`src/rtl/rally_pkg.sv`:
```
// Shared definitions for the rally (pong-style) game controller: state
// encoding, serve/direction codes and the hit/end masks on the light bar.
package rally_pkg;

  // Controller state encoding, also exposed on the state output.
  typedef enum logic [2:0] {
    ST_IDLE      = 3'd0,
    ST_SERVE     = 3'd1,
    ST_RALLY     = 3'd2,
    ST_POINT     = 3'd3,
    ST_GAME_OVER = 3'd4
  } rally_state_e;

  // Serve command codes to the ball datapath.
  localparam logic [1:0] SERVE_NONE  = 2'b00;
  localparam logic [1:0] SERVE_LEFT  = 2'b01;
  localparam logic [1:0] SERVE_RIGHT = 2'b10;

  // Ball direction codes from the ball datapath.
  localparam logic [1:0] DIR_STOP  = 2'b00;
  localparam logic [1:0] DIR_LEFT  = 2'b01;
  localparam logic [1:0] DIR_RIGHT = 2'b10;

  // Light bar masks: bit 15 is the left end, bit 0 the right end.
  localparam logic [15:0] LEFT_ZONE  = 16'hC000;
  localparam logic [15:0] RIGHT_ZONE = 16'h0003;
  localparam logic [15:0] LEFT_END   = 16'h8000;
  localparam logic [15:0] RIGHT_END  = 16'h0001;

  // Score increment that sticks at the winning score.
  function automatic logic [3:0] sat_inc(input logic [3:0] v, input logic [3:0] lim);
    return (v == lim) ? v : v + 4'd1;
  endfunction

endpackage

```
`src/rtl/rally_controller_rise_detect.sv`:
```
// One-register rising-edge detector: o_pulse is high for the single cycle
// in which i_level is high and was low at the previous clock edge.
module rise_detect (
  input  logic clock,
  input  logic reset,
  input  logic i_level,
  output logic o_pulse
);

  logic r_prev;

  // Remember last cycle's level; reset forgets it.
  always_ff @(posedge clock) begin
    if (reset) r_prev <= 1'b0;
    else       r_prev <= i_level;
  end

  assign o_pulse = i_level & ~r_prev;

endmodule

```
`src/rtl/rally_controller.sv`:
```
// Game controller for a two-player light-bar rally. Accepts player hits in
// the end zones, detects misses when the ball dwells on an end light, keeps
// score and sequences serve / rally / point pause / game over.
//
// Handshake note: there is no valid/ready flow here. serve is a one-cycle
// command valid only in SERVE; leftdirection/rightdirection are one-cycle
// pulses issued the cycle after an accepted press; the ball datapath is
// expected to act on each pulse without back-pressure.
module rally_controller
  import rally_pkg::*;
#(
  parameter int WIN_SCORE   = 5,
  parameter int EDGE_HOLD   = 4,
  parameter int POINT_PAUSE = 8
) (
  input  logic        clock,
  input  logic        reset,
  input  logic        start,
  input  logic        btn_left,
  input  logic        btn_right,
  input  logic [15:0] light,
  input  logic [1:0]  direction,
  input  logic [2:0]  hitnum,
  output logic [1:0]  serve,
  output logic        leftdirection,
  output logic        rightdirection,
  output logic [3:0]  score_left,
  output logic [3:0]  score_right,
  output logic        server,
  output logic [1:0]  winner,
  output logic [2:0]  best_rally,
  output logic [2:0]  state
);

  localparam logic [3:0] WIN_C        = 4'(WIN_SCORE);
  localparam logic [7:0] EDGE_HOLD_C  = 8'(EDGE_HOLD);
  localparam logic [7:0] PAUSE_LAST_C = 8'(POINT_PAUSE - 1);

  rally_state_e r_state;
  logic [7:0]   r_edge_cnt;
  logic [7:0]   r_pause_cnt;
  logic [3:0]   r_score_l;
  logic [3:0]   r_score_r;
  logic         r_server;
  logic [1:0]   r_winner;
  logic [2:0]   r_best;
  logic         r_leftdir;
  logic         r_rightdir;

  logic       w_press_l;
  logic       w_press_r;
  logic       w_in_rally;
  logic       w_hit_l;
  logic       w_hit_r;
  logic       w_at_left_end;
  logic       w_at_right_end;
  logic       w_at_end;
  logic [7:0] w_edge_next;
  logic       w_miss;

  rise_detect u_rise_left (
    .clock   (clock),
    .reset   (reset),
    .i_level (btn_left),
    .o_pulse (w_press_l)
  );

  rise_detect u_rise_right (
    .clock   (clock),
    .reset   (reset),
    .i_level (btn_right),
    .o_pulse (w_press_r)
  );

  assign w_in_rally = (r_state == ST_RALLY);

  // A press counts only in its own zone while the ball travels toward that player.
  assign w_hit_l = w_in_rally && w_press_l && ((light & LEFT_ZONE) != '0)
                   && (direction == DIR_LEFT);
  assign w_hit_r = w_in_rally && w_press_r && ((light & RIGHT_ZONE) != '0)
                   && (direction == DIR_RIGHT);

  // Ball sitting on an end light while still heading outward.
  assign w_at_left_end  = ((light & LEFT_END) != '0)  && (direction == DIR_LEFT);
  assign w_at_right_end = ((light & RIGHT_END) != '0) && (direction == DIR_RIGHT);
  assign w_at_end       = w_at_left_end || w_at_right_end;

  assign w_edge_next = r_edge_cnt + 8'd1;
  // An accepted hit on the end light rescues the ball in that same cycle.
  assign w_miss = w_in_rally && w_at_end && !w_hit_l && !w_hit_r
                  && (w_edge_next == EDGE_HOLD_C);

  // Register accepted hits into one-cycle pulses to the ball datapath.
  always_ff @(posedge clock) begin
    if (reset) begin
      r_leftdir  <= 1'b0;
      r_rightdir <= 1'b0;
    end else begin
      r_leftdir  <= w_hit_l;
      r_rightdir <= w_hit_r;
    end
  end

  // Count consecutive end-light dwell cycles during a rally.
  always_ff @(posedge clock) begin
    if (reset) begin
      r_edge_cnt <= '0;
    end else if (w_in_rally && w_at_end && !w_hit_l && !w_hit_r && !w_miss) begin
      r_edge_cnt <= w_edge_next;
    end else begin
      r_edge_cnt <= '0;
    end
  end

  // Game sequencing, scoring and point pause.
  always_ff @(posedge clock) begin
    if (reset) begin
      r_state     <= ST_IDLE;
      r_pause_cnt <= '0;
      r_score_l   <= '0;
      r_score_r   <= '0;
      r_server    <= 1'b0;
      r_winner    <= 2'b00;
      r_best      <= '0;
    end else begin
      case (r_state)
        ST_IDLE, ST_GAME_OVER: begin
          if (start) begin
            r_score_l <= '0;
            r_score_r <= '0;
            r_winner  <= 2'b00;
            r_server  <= 1'b0;
            r_state   <= ST_SERVE;
          end
        end
        ST_SERVE: begin
          r_state <= ST_RALLY;
        end
        ST_RALLY: begin
          if (w_miss) begin
            if (w_at_right_end) begin
              r_score_l <= sat_inc(r_score_l, WIN_C);
              r_server  <= 1'b0;
            end else begin
              r_score_r <= sat_inc(r_score_r, WIN_C);
              r_server  <= 1'b1;
            end
            if (hitnum > r_best) r_best <= hitnum;
            r_pause_cnt <= '0;
            r_state     <= ST_POINT;
          end
        end
        ST_POINT: begin
          if (r_pause_cnt == PAUSE_LAST_C) begin
            r_pause_cnt <= '0;
            if (r_score_l == WIN_C) begin
              r_winner <= 2'b01;
              r_state  <= ST_GAME_OVER;
            end else if (r_score_r == WIN_C) begin
              r_winner <= 2'b10;
              r_state  <= ST_GAME_OVER;
            end else begin
              r_state <= ST_SERVE;
            end
          end else begin
            r_pause_cnt <= r_pause_cnt + 8'd1;
          end
        end
        default: r_state <= ST_IDLE;
      endcase
    end
  end

  assign serve          = (r_state == ST_SERVE) ? (r_server ? SERVE_RIGHT : SERVE_LEFT)
                                                : SERVE_NONE;
  assign leftdirection  = r_leftdir;
  assign rightdirection = r_rightdir;
  assign score_left     = r_score_l;
  assign score_right    = r_score_r;
  assign server         = r_server;
  assign winner         = r_winner;
  assign best_rally     = r_best;
  assign state          = r_state;

endmodule

```
`config.mk`:
```
export PLATFORM = sky130hd
export DESIGN_NAME = rally_controller
export DESIGN_NICKNAME = d
export VERILOG_FILES = /design/src/rtl/rally_pkg.sv /design/src/rtl/rally_controller_rise_detect.sv /design/src/rtl/rally_controller.sv
export SDC_FILE = /design/constraint.sdc
export NUM_CORES = 1
export LEC_CHECK = 0
export CORE_ASPECT_RATIO = 1.1
export CORE_MARGIN = 5
export CORE_UTILIZATION = 46
export CTS_BUF_LIST = sky130_fd_sc_hd__clkbuf_8
export DETAILED_ROUTE_END_ITERATION = 8
export PLACE_DENSITY = 0.8
export SLEW_MARGIN = 20
export SYNTH_ARGS = -nofsm -noshare
export SYNTH_HDL_FRONTEND = slang
export SYNTH_SLANG_ARGS = --single-unit
```
`constraint.sdc`:
```
create_clock -name clock -period 1.9 [get_ports clock]
set_input_delay 0.38 -clock clock [delete_from_list [all_inputs] [get_ports clock]]
set_output_delay 0.38 -clock clock [all_outputs]
set_load 0.02 [all_outputs]
```
==> reports/metrics.csv <==
metric;value;unit
status;finished, violations left;
violations;setup timing;
grt_pass1_wl;8480;um
routed_wl;5030;um
dpl.hpwl;3600;um
clkSinkCount;37;
startpoint;r_edge_cnt[0];
skew;0.00482;ns
placed_area;2610;um^2
synth_fa_ha_area_share;6.39;%
synthMuxAreaShare;2.11;%
clockRootBuffer;clkbuf_8;
clkSlewWorstSetupHoldPaths;0.07;ns
power-per-cell-area;574;nW/um^2
place_inst;345;
synth-simple-area-share;28.3;%
period_share;105;%
syn-mean-instance-area;8.33;um^2
syn_to_final_growth;43.2;%
port_buffers;34;
synth_nets;271;
numCtsBuffers;5;
p_seq_share;49.9;%
drt_iter0_markers;168;
holdPathEnd;winner[0];
final-hold-violation-count;0;
grt_pass1_vias;1955;
cp_max_fo;12;
postSynthRegisterBits;37;
clock_latency;0.29;ns
power;1.61;mW
crit_arrival;2.22;ns
cap_violations;0;
fin_setup_tns;-0.368;ns
drive_gt1_share;23.3;%
cts_setup_buffers;0;
critPathLaunchType;flip-flop;
power_frac_comb;16.2;%
synth_top_family_by_area;simple AND/OR/NAND/NOR gates;
initial_core_util;48.3;%
grt_overflow;0;
dieHeight;78.4;um
synthArstFlopShare;0;%
htree_levels;2;
vias_per_cell;5.55;
num_vias;1952;
synth_cell_types;47;
ys_top_cells_by_area;dfxtp_1 (38%), ha_1 (6.4%), nor2_1 (5.4%);
yosys_warnings;0;
p_sw_share;25.9;%
r2r_end;score_right[3];
p_leak;1.09;nW
cts_tree;built;
grt_max_degree;18;
min-delay-start;winner[0];
fin_crit;1.99;ns
r2r_slack;-0.09;ns
netlist.area_leader.share;37.9;%
worstMarginPinSlew;0.519;ns
switchingPower;0.417;mW
clkPwrFrac;33.9;%
holdWs;0.457;ns
synth-edff-count;0;
fin_nets;336;
synth_compound_area_share;18.1;%
gr-usage-all-layers;18.7;%
pre_cts_slack;-0.488;ns
required;2.13;ns
critPathCaptureType;flip-flop;
core-area;4050;um^2
num_antenna_cells;0;
die_area;5660;um^2
clock_path_buffers;2;
fin_util;69.1;%
row_count;24;
timing.rr.start;r_edge_cnt[0];
fin_area;2800;um^2
worstRegToRegCells;8;
syn_area;1960;um^2
antenna_found_initial;0;
fin_cells;352;
yosysTopAreaCell;dfxtp_1;
route.detailed.drc;0;
rsz0062_at_grt;true;
setup_viol;13;
final_cell_mix;dfxtp_1 (33), buf_4 (32), clkdlybuf4s50_1 (29);
fmax;0.502;GHz
die_w;72.2;um
drtPass1Iterations;5;
netlist_instances;235;
cts_hold_buf;0;
mostFrequentLayoutCell;dfxtp_1;
globalplace.congestion;0.827;
path_class;reg2reg;
vdd.ir_drop.worst;425;uV
synth_ff_type;dfxtp_1;
yosysSeqAreaShare;37.9;%
boundaryPins;47;
slew_headroom;65.1;%
synthXorXnorAreaFrac;2.69;%
antenna_left;0;
wire_per_inst;14.3;um
finalMaxSlewViolations;0;
p_int;1.19;mW
fin_ws;-0.0928;ns
min_path_type;reg2reg;
whs_path_depth;2;
## final cells by class
class | instances | area [um^2]
clock inverter | 1 | 3.75
fill | 334 | 1250
timing repair buffer | 69 | 617
multi-input combinational | 178 | 1250
inverter | 9 | 33.8
tap | 52 | 65.1
clock buffer | 6 | 82.6
sequential | 37 | 751
## worst max-delay path, stage by stage (launching register included)
cell	delay (ns)
dfxtp_4	0.38
ha_4	0.14
and3_4	0.18
o211ai_1	0.12
a2111oi_4	0.37
buf_12	0.19
nand4_1	0.12
mux2_4	0.31
a21oi_1	0.11
## power by group through the flow
stage / registers, mW / logic, mW / clock network, mW
floorplan: 0.821 / 0.125 / 0
global placement: 0.820 / 0.245 / 0
detailed placement: 0.820 / 0.248 / 0
CTS: 0.801 / 0.250 / 0.566
global route: 0.803 / 0.283 / 0.608
finish: 0.802 / 0.261 / 0.546
## synth_stat cells (2+ instances only)
library cell  count
dfxtp_1          37
nor2_1           28
a21oi_1          19
nand2_1          16
ha_1             10
inv_1             9
nand3_1           9
nor3_1            9
o21ai_0           9
and3_1            6
clkbuf_1          6
o21ai_1           6
a31oi_1           5
nor2b_1           5
or3_1             5
nand2b_1          4
nand3b_1          4
and4_1            3
buf_2             3
mux2i_1           3
nor4bb_1          3
xnor2_1           3
xor2_1            3
a311oi_1          2
a41oi_1           2
and2_1            2
o21a_1            2
o41ai_1           2
or4_1             2
## cell families after synthesis
logic type / Yosys count
AO/OA/AOI/OAI: 55
XOR/XNOR: 6
adder cells (fa/ha/maj): 10
buffers and inverters: 20
AND/OR/NAND/NOR: 103
flip-flops: 37
multiplexers: 4
## layer usage
layer | up-vias | routed length (um) | global-route usage [%]
li1 | 982 | - | -
met1 | 907 | 2160 | 21.8
met2 | 53 | 2580 | 32.3
met3 | 10 | 187 | 4.73
met4 | 0 | 97 | 7.52
met5 | - | 0 | 0
## state kept, by name (all words and copies together), names as in the netlist, 2 cells and up
name,cells
score_left,4
state,3
best_rally,3
winner,2
r_edge_cnt,8
score_right,4
r_pause_cnt,8
## worst max-delay path by stage
stage                endpoint  slack (ns)  cells past startpoint
4_1_cts        score_right[3]        -0.1                      8
5_1_grt        score_right[3]       -0.20                      8
3_5_place_dp    best_rally[1]       -0.49                      8
3_3_place_gp    best_rally[1]       -0.37                      8
6_report       score_right[3]       -0.09                      8
2_1_floorplan  score_right[3]       -0.05                      8
## what timing repair did
item / CTS / global route
gates resized for setup: 19 / 17
setup endpoints to repair: 31 / 30
pin swaps: 2 / 4
No activity file was read; power rests on OpenSTA's default activity.
